`src/rtl/tl_a_arbiter_if.sv`:
```
// TileLink-style A/D channel bundle. A requester drives the master side;
// the arbiter presents the slave side to each requester.
interface tl_a_arbiter_if #(parameter int SRC_W = 4);
  logic             a_valid;
  logic             a_ready;
  logic [2:0]       a_opcode;
  logic [2:0]       a_param;
  logic [2:0]       a_size;
  logic [SRC_W-1:0] a_source;
  logic [31:0]      a_address;
  logic [7:0]       a_mask;
  logic [63:0]      a_data;
  logic             a_corrupt;

  logic             d_valid;
  logic             d_ready;
  logic [2:0]       d_opcode;
  logic [2:0]       d_size;
  logic [SRC_W-1:0] d_source;
  logic             d_denied;
  logic [63:0]      d_data;
  logic             d_corrupt;

  modport master (
    output a_valid, a_opcode, a_param, a_size, a_source, a_address, a_mask, a_data, a_corrupt,
    input  a_ready,
    input  d_valid, d_opcode, d_size, d_source, d_denied, d_data, d_corrupt,
    output d_ready
  );

  modport slave (
    input  a_valid, a_opcode, a_param, a_size, a_source, a_address, a_mask, a_data, a_corrupt,
    output a_ready,
    output d_valid, d_opcode, d_size, d_source, d_denied, d_data, d_corrupt,
    input  d_ready
  );
endinterface

```
`src/rtl/tl_a_arbiter.sv`:
```
// Two-requester A-channel round-robin arbiter with burst locking, plus
// combinational D-channel routing on the top source bit.
//
// state | meaning
// IDLE  | free; grant chosen combinationally (round-robin on a tie)
// HOLD  | granted beat stalled by out_a_ready=0; grant frozen until it fires
// BURST | multi-beat Put in progress; grant locked, cnt_q = beats still owed
module tl_a_arbiter (
  input  logic          clock,
  input  logic          reset,
  tl_a_arbiter_if.slave  in0,
  tl_a_arbiter_if.slave  in1,
  tl_a_arbiter_if.master out
);
  typedef enum logic [1:0] {IDLE, HOLD, BURST} state_t;

  state_t     state_q, state_d;
  logic [3:0] cnt_q, cnt_d;
  logic       grant_q, grant_d;
  logic       last_q, last_d;
  logic       grant;
  logic       fire;
  logic       multi;
  logic [4:0] beats;
  logic [3:0] beats_m1;
  logic       d_sel;

  always_comb begin
    grant = grant_q;
    if (state_q == IDLE) begin
      if (in0.a_valid && in1.a_valid) grant = ~last_q;
      else                            grant = in1.a_valid;
    end
  end

  always_comb begin
    out.a_valid   = grant ? in1.a_valid   : in0.a_valid;
    out.a_opcode  = grant ? in1.a_opcode  : in0.a_opcode;
    out.a_param   = grant ? in1.a_param   : in0.a_param;
    out.a_size    = grant ? in1.a_size    : in0.a_size;
    out.a_source  = {grant, (grant ? in1.a_source : in0.a_source)};
    out.a_address = grant ? in1.a_address : in0.a_address;
    out.a_mask    = grant ? in1.a_mask    : in0.a_mask;
    out.a_data    = grant ? in1.a_data    : in0.a_data;
    out.a_corrupt = grant ? in1.a_corrupt : in0.a_corrupt;
    in0.a_ready   = ~grant & out.a_ready;
    in1.a_ready   = grant & out.a_ready;
  end

  // beats = 2^(size-3); a 16-beat burst wraps beats[3:0] to 0, so beats-1 is still 15
  assign fire     = out.a_valid & out.a_ready;
  assign multi    = ((out.a_opcode == 3'd0) || (out.a_opcode == 3'd1)) && (out.a_size > 3'd3);
  assign beats    = 5'd1 << (out.a_size - 3'd3);
  assign beats_m1 = beats[3:0] - 4'd1;

  always_ff @(posedge clock or negedge reset) begin
    if (!reset) begin
      state_q <= IDLE;
      cnt_q   <= 4'd0;
      grant_q <= 1'b0;
      last_q  <= 1'b1;
    end else begin
      state_q <= state_d;
      cnt_q   <= cnt_d;
      grant_q <= grant_d;
      last_q  <= last_d;
    end
  end

  always_comb begin
    state_d = state_q;
    cnt_d   = cnt_q;
    grant_d = grant_q;
    last_d  = last_q;
    if (fire) last_d = grant;
    case (state_q)
      IDLE: begin
        grant_d = grant;
        if (fire) begin
          if (multi) begin
            state_d = BURST;
            cnt_d   = beats_m1;
          end
        end else if (out.a_valid) begin
          state_d = HOLD;
        end
      end
      HOLD: begin
        if (fire) begin
          if (multi) begin
            state_d = BURST;
            cnt_d   = beats_m1;
          end else begin
            state_d = IDLE;
          end
        end
      end
      BURST: begin
        if (fire) begin
          cnt_d = cnt_q - 4'd1;
          if (cnt_q == 4'd1) state_d = IDLE;
        end
      end
      default: state_d = IDLE;
    endcase
  end

  assign d_sel = out.d_source[4];

  always_comb begin
    in0.d_valid   = out.d_valid & ~d_sel;
    in1.d_valid   = out.d_valid & d_sel;
    in0.d_opcode  = out.d_opcode;
    in1.d_opcode  = out.d_opcode;
    in0.d_size    = out.d_size;
    in1.d_size    = out.d_size;
    in0.d_source  = out.d_source[3:0];
    in1.d_source  = out.d_source[3:0];
    in0.d_denied  = out.d_denied;
    in1.d_denied  = out.d_denied;
    in0.d_data    = out.d_data;
    in1.d_data    = out.d_data;
    in0.d_corrupt = out.d_corrupt;
    in1.d_corrupt = out.d_corrupt;
    out.d_ready   = d_sel ? in1.d_ready : in0.d_ready;
  end
endmodule

```
`src/flat_wrapper.sv`:
```
// flat-port wrapper written by rule: the top's interface ports become plain ports
module tl_a_arbiter_flat 
  (clock, reset, in0_a_valid, in0_a_opcode, in0_a_param, in0_a_size, in0_a_source, in0_a_address, in0_a_mask, in0_a_data, in0_a_corrupt, in0_a_ready, in0_d_valid, in0_d_opcode, in0_d_size, in0_d_source, in0_d_denied, in0_d_data, in0_d_corrupt, in0_d_ready, in1_a_valid, in1_a_opcode, in1_a_param, in1_a_size, in1_a_source, in1_a_address, in1_a_mask, in1_a_data, in1_a_corrupt, in1_a_ready, in1_d_valid, in1_d_opcode, in1_d_size, in1_d_source, in1_d_denied, in1_d_data, in1_d_corrupt, in1_d_ready, out_a_valid, out_a_opcode, out_a_param, out_a_size, out_a_source, out_a_address, out_a_mask, out_a_data, out_a_corrupt, out_a_ready, out_d_valid, out_d_opcode, out_d_size, out_d_source, out_d_denied, out_d_data, out_d_corrupt, out_d_ready);
  tl_a_arbiter_if #(.SRC_W(4)) in0_i ();
  tl_a_arbiter_if #(.SRC_W(4)) in1_i ();
  tl_a_arbiter_if #(.SRC_W(5)) out_i ();
  input  logic clock;
  input  logic reset;
  input wire logic [$bits(in0_i.a_valid)-1:0] in0_a_valid;
  input wire logic [$bits(in0_i.a_opcode)-1:0] in0_a_opcode;
  input wire logic [$bits(in0_i.a_param)-1:0] in0_a_param;
  input wire logic [$bits(in0_i.a_size)-1:0] in0_a_size;
  input wire logic [$bits(in0_i.a_source)-1:0] in0_a_source;
  input wire logic [$bits(in0_i.a_address)-1:0] in0_a_address;
  input wire logic [$bits(in0_i.a_mask)-1:0] in0_a_mask;
  input wire logic [$bits(in0_i.a_data)-1:0] in0_a_data;
  input wire logic [$bits(in0_i.a_corrupt)-1:0] in0_a_corrupt;
  output wire logic [$bits(in0_i.a_ready)-1:0] in0_a_ready;
  output wire logic [$bits(in0_i.d_valid)-1:0] in0_d_valid;
  output wire logic [$bits(in0_i.d_opcode)-1:0] in0_d_opcode;
  output wire logic [$bits(in0_i.d_size)-1:0] in0_d_size;
  output wire logic [$bits(in0_i.d_source)-1:0] in0_d_source;
  output wire logic [$bits(in0_i.d_denied)-1:0] in0_d_denied;
  output wire logic [$bits(in0_i.d_data)-1:0] in0_d_data;
  output wire logic [$bits(in0_i.d_corrupt)-1:0] in0_d_corrupt;
  input wire logic [$bits(in0_i.d_ready)-1:0] in0_d_ready;
  input wire logic [$bits(in1_i.a_valid)-1:0] in1_a_valid;
  input wire logic [$bits(in1_i.a_opcode)-1:0] in1_a_opcode;
  input wire logic [$bits(in1_i.a_param)-1:0] in1_a_param;
  input wire logic [$bits(in1_i.a_size)-1:0] in1_a_size;
  input wire logic [$bits(in1_i.a_source)-1:0] in1_a_source;
  input wire logic [$bits(in1_i.a_address)-1:0] in1_a_address;
  input wire logic [$bits(in1_i.a_mask)-1:0] in1_a_mask;
  input wire logic [$bits(in1_i.a_data)-1:0] in1_a_data;
  input wire logic [$bits(in1_i.a_corrupt)-1:0] in1_a_corrupt;
  output wire logic [$bits(in1_i.a_ready)-1:0] in1_a_ready;
  output wire logic [$bits(in1_i.d_valid)-1:0] in1_d_valid;
  output wire logic [$bits(in1_i.d_opcode)-1:0] in1_d_opcode;
  output wire logic [$bits(in1_i.d_size)-1:0] in1_d_size;
  output wire logic [$bits(in1_i.d_source)-1:0] in1_d_source;
  output wire logic [$bits(in1_i.d_denied)-1:0] in1_d_denied;
  output wire logic [$bits(in1_i.d_data)-1:0] in1_d_data;
  output wire logic [$bits(in1_i.d_corrupt)-1:0] in1_d_corrupt;
  input wire logic [$bits(in1_i.d_ready)-1:0] in1_d_ready;
  output wire logic [$bits(out_i.a_valid)-1:0] out_a_valid;
  output wire logic [$bits(out_i.a_opcode)-1:0] out_a_opcode;
  output wire logic [$bits(out_i.a_param)-1:0] out_a_param;
  output wire logic [$bits(out_i.a_size)-1:0] out_a_size;
  output wire logic [$bits(out_i.a_source)-1:0] out_a_source;
  output wire logic [$bits(out_i.a_address)-1:0] out_a_address;
  output wire logic [$bits(out_i.a_mask)-1:0] out_a_mask;
  output wire logic [$bits(out_i.a_data)-1:0] out_a_data;
  output wire logic [$bits(out_i.a_corrupt)-1:0] out_a_corrupt;
  input wire logic [$bits(out_i.a_ready)-1:0] out_a_ready;
  input wire logic [$bits(out_i.d_valid)-1:0] out_d_valid;
  input wire logic [$bits(out_i.d_opcode)-1:0] out_d_opcode;
  input wire logic [$bits(out_i.d_size)-1:0] out_d_size;
  input wire logic [$bits(out_i.d_source)-1:0] out_d_source;
  input wire logic [$bits(out_i.d_denied)-1:0] out_d_denied;
  input wire logic [$bits(out_i.d_data)-1:0] out_d_data;
  input wire logic [$bits(out_i.d_corrupt)-1:0] out_d_corrupt;
  output wire logic [$bits(out_i.d_ready)-1:0] out_d_ready;
  assign in0_i.a_valid = in0_a_valid;
  assign in0_i.a_opcode = in0_a_opcode;
  assign in0_i.a_param = in0_a_param;
  assign in0_i.a_size = in0_a_size;
  assign in0_i.a_source = in0_a_source;
  assign in0_i.a_address = in0_a_address;
  assign in0_i.a_mask = in0_a_mask;
  assign in0_i.a_data = in0_a_data;
  assign in0_i.a_corrupt = in0_a_corrupt;
  assign in0_a_ready = in0_i.a_ready;
  assign in0_d_valid = in0_i.d_valid;
  assign in0_d_opcode = in0_i.d_opcode;
  assign in0_d_size = in0_i.d_size;
  assign in0_d_source = in0_i.d_source;
  assign in0_d_denied = in0_i.d_denied;
  assign in0_d_data = in0_i.d_data;
  assign in0_d_corrupt = in0_i.d_corrupt;
  assign in0_i.d_ready = in0_d_ready;
  assign in1_i.a_valid = in1_a_valid;
  assign in1_i.a_opcode = in1_a_opcode;
  assign in1_i.a_param = in1_a_param;
  assign in1_i.a_size = in1_a_size;
  assign in1_i.a_source = in1_a_source;
  assign in1_i.a_address = in1_a_address;
  assign in1_i.a_mask = in1_a_mask;
  assign in1_i.a_data = in1_a_data;
  assign in1_i.a_corrupt = in1_a_corrupt;
  assign in1_a_ready = in1_i.a_ready;
  assign in1_d_valid = in1_i.d_valid;
  assign in1_d_opcode = in1_i.d_opcode;
  assign in1_d_size = in1_i.d_size;
  assign in1_d_source = in1_i.d_source;
  assign in1_d_denied = in1_i.d_denied;
  assign in1_d_data = in1_i.d_data;
  assign in1_d_corrupt = in1_i.d_corrupt;
  assign in1_i.d_ready = in1_d_ready;
  assign out_a_valid = out_i.a_valid;
  assign out_a_opcode = out_i.a_opcode;
  assign out_a_param = out_i.a_param;
  assign out_a_size = out_i.a_size;
  assign out_a_source = out_i.a_source;
  assign out_a_address = out_i.a_address;
  assign out_a_mask = out_i.a_mask;
  assign out_a_data = out_i.a_data;
  assign out_a_corrupt = out_i.a_corrupt;
  assign out_i.a_ready = out_a_ready;
  assign out_i.d_valid = out_d_valid;
  assign out_i.d_opcode = out_d_opcode;
  assign out_i.d_size = out_d_size;
  assign out_i.d_source = out_d_source;
  assign out_i.d_denied = out_d_denied;
  assign out_i.d_data = out_d_data;
  assign out_i.d_corrupt = out_d_corrupt;
  assign out_d_ready = out_i.d_ready;
  tl_a_arbiter u_core (.clock(clock), .reset(reset), .in0(in0_i), .in1(in1_i), .out(out_i));
endmodule
```
`config.mk`:
```
export PLATFORM = sky130hd
export DESIGN_NAME = tl_a_arbiter_flat
export DESIGN_NICKNAME = d
export VERILOG_FILES = /design/src/rtl/tl_a_arbiter_if.sv /design/src/rtl/tl_a_arbiter.sv /design/src/flat_wrapper.sv
export SDC_FILE = /design/constraint.sdc
export NUM_CORES = 1
export LEC_CHECK = 0
export BUFFER_PORTS_ARGS = -buffer_cell sky130_fd_sc_hd__clkbuf_2
export CAP_MARGIN = 40
export CORE_AREA = 10 10 225 227
export DETAILED_ROUTE_END_ITERATION = 7
export DIE_AREA = 0 0 235 237
export HOLD_SLACK_MARGIN = 0.08
export PLACE_DENSITY = 0.41
export SLEW_MARGIN = 15
export SYNTH_ARGS = -nofsm -noshare
export SYNTH_HDL_FRONTEND = slang
export SYNTH_SLANG_ARGS = --single-unit
```
`constraint.sdc`:
```
create_clock -name clock -period 7.75 [get_ports clock]
set_input_delay 1.55 -clock clock [delete_from_list [all_inputs] [get_ports clock]]
set_output_delay 1.55 -clock clock [all_outputs]
set_load 0.005 [all_outputs]
```
==> impl_summary.log <==
INFO  metric num-fill-cells = 5,453
INFO  metric sequential_cell_area = 201.4 um2
INFO  metric track_usage = 5.934%
INFO  metric cellLeakagePower = 2.877 nW
INFO  metric rsz0062_at_grt = false
INFO  metric firstDrtPassIters = 4
INFO  metric grt_antenna_before_repair = 1
INFO  metric multi_input_area = 1810 um2
INFO  metric cts_tree = done
INFO  metric post_synth.cell_area_avg = 5.519 um2
INFO  metric cts_root_buf = sky130_fd_sc_hd__clkbuf_16
INFO  metric numCtsBuffers = 3
INFO  metric cts-hold-fix-buffers = 0
INFO  metric die_h = 237 um
INFO  metric initial_util = 7.186%
INFO  metric grt_pass1_vias = 4,507
INFO  metric clock_sinks = 8
INFO  metric post_drt_wl_per_cell = 12.85 um
INFO  metric max_clock_freq = 185.9 MHz
INFO  metric fin_crit_sh = 69.42%
INFO  metric maximum_number_of_pins_on_one_net_before_global_route_repair = 67
INFO  metric crit_path_start_kind = primary input
INFO  metric synth.distinct_cells = 49
INFO  metric fin_crit = 5380 ps
INFO  metric worstPathArrival = 3830 ps
INFO  metric num_rows = 79
INFO  metric yosysWarnings = 0
INFO  metric top_level_ports = 598
INFO  metric vias_per_cell = 2.981
INFO  metric setup.worst_path.class = primary input to output port
INFO  metric grt_pass1_wl = 26,830 um
INFO  metric hp-class = flip-flop to flip-flop
INFO  metric port_bufs = 369
INFO  metric htreeDepth = 1
INFO  metric num_vias = 4,185
INFO  metric relSlewSlack = 49.51%
INFO  metric worst_pin_slew = 757.4 ps
INFO  metric postCtsResizedCells = 0
INFO  metric syn_nets = 925
INFO  metric async_reset_ff_share = 100.0%
INFO  metric vdd_drop_max = 0.1223 mV
INFO  metric die-width = 235 um
INFO  metric dp_hpwl = 15,810 um
INFO  metric drt_iter0_drc = 143
INFO  metric final-hold-violation-count = 0
INFO  metric power_density = 276.0 nW/um2
INFO  metric insertion_delay = 240 ps
INFO  metric detail-route-antenna-nets = 0
INFO  metric post-synth-top-area-fraction = 38.82%
INFO  metric cp_data_required_time = 6200 ps
INFO  metric die_area = 55,700 um2
INFO  metric syn-instance-count = 601
INFO  metric yosys.area.top_type = sky130_fd_sc_hd__nand2_1
INFO  metric ys_ff_latch = 8
INFO  metric finalSetupTns = 0 ps
INFO  metric flow.area_growth_from_synthesis = 43.00%
INFO  metric grt.overflow.total = 0
INFO  metric clkSlewWorstSetupHoldPaths = 30 ps
INFO  metric finalPower = 0.001309 W
INFO  metric setup_violations = 0
INFO  metric timing.critical_path.fanout_max = 66
INFO  metric max-clock-path-buffers = 2
INFO  metric core-area = 46,160 um2
INFO  metric status = finished clean
INFO  metric place.gp.congestion = 0.8274
INFO  metric synth.cell_area = 3317 um2
INFO  metric synth_top_cells_by_area = sky130_fd_sc_hd__nand2_1, sky130_fd_sc_hd__buf_4, sky130_fd_sc_hd__dfrtp_1
INFO  metric worst_setup_path_end_kind = output port
INFO  metric post-cts-setup-buffers = 0
INFO  metric fin_nets = 1,121
INFO  metric seq_area_frac_synth = 6.073%
INFO  metric synth_enable_flop_cells = 0
INFO  metric finClkSkew = 7.048 ps
INFO  metric max-cap-violations = 0
INFO  metric drt_wl_total = 18,050 um
INFO  metric dominantRegCellSynth = sky130_fd_sc_hd__dfrtp_1
INFO  metric drcViolationCount = 0
INFO  metric timing.final.max_slew_violations = 0
INFO  metric fraction_of_layout_cells_with_a_size_suffix_above_1 = 49.25%
==> final timing paths <==
path | start | slack, ps | cells past startpoint | end
max in group asynchronous | reset | 6340 | 1 | u_core.last_q
max reg2reg | u_core.state_q[1] | 4000 | 10 | u_core.cnt_q[1]
max | in0_a_valid | 2370 | 9 | out_a_data[3]
min reg2reg | u_core.last_q | 570 | 2 | u_core.last_q
min in group asynchronous | reset | 1160 | 1 | u_core.cnt_q[1]
min | u_core.last_q | 570 | 2 | u_core.last_q
==> power by group <==
group | switching [W] | internal, W
clock network | 0.0000216 | 0.0000686
registers | 0.0000269 | 0.0000631
logic | 0.000679 | 0.000450
total | 0.000728 | 0.000581
==> metrics by stage <==
stage / instances / cell area, um2 / worst slack [ps] / util (%) / hold slack, ps
2_1_floorplan: 601 / 3317 / 3632 / - / 530.8
3_3_place_gp: 1399 / 4662 / 2296 / 10.10 / 560.6
3_5_place_dp: 1399 / 4662 / 2247 / 10.10 / 560.9
4_1_cts: 1403 / 4741 / 2246 / 10.27 / 570.1
5_1_grt: 1403 / 4741 / 2055 / 10.27 / 591.6
6_report: 1404 / 4743 / 2370 / 10.28 / 568.2
==> synthesized netlist by cell type (2+ instances only) <==
cell,n
sky130_fd_sc_hd__nand2_1,343
sky130_fd_sc_hd__clkbuf_1,7
sky130_fd_sc_hd__nand3b_1,3
sky130_fd_sc_hd__or3_1,2
sky130_fd_sc_hd__dfrtp_1,7
sky130_fd_sc_hd__nor3b_1,4
sky130_fd_sc_hd__inv_1,4
sky130_fd_sc_hd__nor2_1,3
sky130_fd_sc_hd__nor3_1,2
sky130_fd_sc_hd__mux2_2,6
sky130_fd_sc_hd__and2_1,2
sky130_fd_sc_hd__a21oi_1,3
sky130_fd_sc_hd__ha_1,3
sky130_fd_sc_hd__buf_2,20
sky130_fd_sc_hd__nand3_1,2
sky130_fd_sc_hd__buf_4,153
sky130_fd_sc_hd__nand2b_1,2
sky130_fd_sc_hd__nor2b_1,2
sky130_fd_sc_hd__mux2i_1,3
==> kinds of logic (layout without fill, tap and decap cells) <==
family,Yosys count,count (layout),synth area share (%)
AOI/OAI and AO/OA,20,20,5.282
and+or+nand+nor,374,374,44.96
muxes,9,9,2.942
other,0,1,0
DFF,8,8,6.073
adders and majority gates,3,3,1.132
buffers and inverters,186,381,39.34
xor gates and xnor gates,1,1,0.2641
==> metal layers <==
| layer | up-vias | share of wire, % | GRT usage, % |
|---|---|---|---|
| li1 | 2085 | - | - |
| met1 | 1724 | 35 | 5.988 |
| met2 | 312 | 49 | 10.32 |
| met3 | 64 | 11 | 2.316 |
| met4 | 0 | 5.3 | 3.382 |
| met5 | - | 0 | 0 |
==> worst max-delay path, cell delays in order <==
cell and delay (ps):
sky130_fd_sc_hd__clkbuf_2 150, sky130_fd_sc_hd__nand2_1 110, sky130_fd_sc_hd__a31oi_4 170, sky130_fd_sc_hd__buf_4 580, sky130_fd_sc_hd__inv_4 420, sky130_fd_sc_hd__buf_4 440
sky130_fd_sc_hd__nand2_1 140, sky130_fd_sc_hd__nand2_1 80, sky130_fd_sc_hd__clkbuf_2 140
==> layout by cell type (no fill, tap or decap), types with 2 or more instances in the layout <==
cell                        instances
sky130_fd_sc_hd__nand2b_1           2
sky130_fd_sc_hd__mux2_2             6
sky130_fd_sc_hd__nand3_1            2
sky130_fd_sc_hd__nor2_1             3
sky130_fd_sc_hd__nor3b_1            4
sky130_fd_sc_hd__buf_4              3
sky130_fd_sc_hd__ha_1               3
sky130_fd_sc_hd__a21oi_1            3
sky130_fd_sc_hd__dfrtp_1            7
sky130_fd_sc_hd__and2_1             2
sky130_fd_sc_hd__clkbuf_2         369
sky130_fd_sc_hd__nand2_1          343
sky130_fd_sc_hd__nor3_1             2
sky130_fd_sc_hd__nand3b_1           3
sky130_fd_sc_hd__nor2b_1            2
sky130_fd_sc_hd__mux2i_1            3
sky130_fd_sc_hd__or3_1              2
sky130_fd_sc_hd__inv_1              4
sky130_fd_sc_hd__clkbuf_16          3
==> state kept, by name, indices dropped and copies added, names as in the netlist <==
register / cells
u_core.state_q: 2
u_core.cnt_q: 4
u_core.grant_q: 1
u_core.last_q: 1
==> cell type report <==
| type | count | area share (%) |
|---|---|---|
| antenna | 1 | 0.05276 |
| clock buffer | 4 | 1.662 |
| inverter | 5 | 0.4484 |
| multi-input combinational | 407 | 38.17 |
| sequential | 8 | 4.247 |
| tap | 607 | 16.01 |
| timing repair buffer | 372 | 39.41 |
No activity file was read; power rests on OpenSTA's default activity.
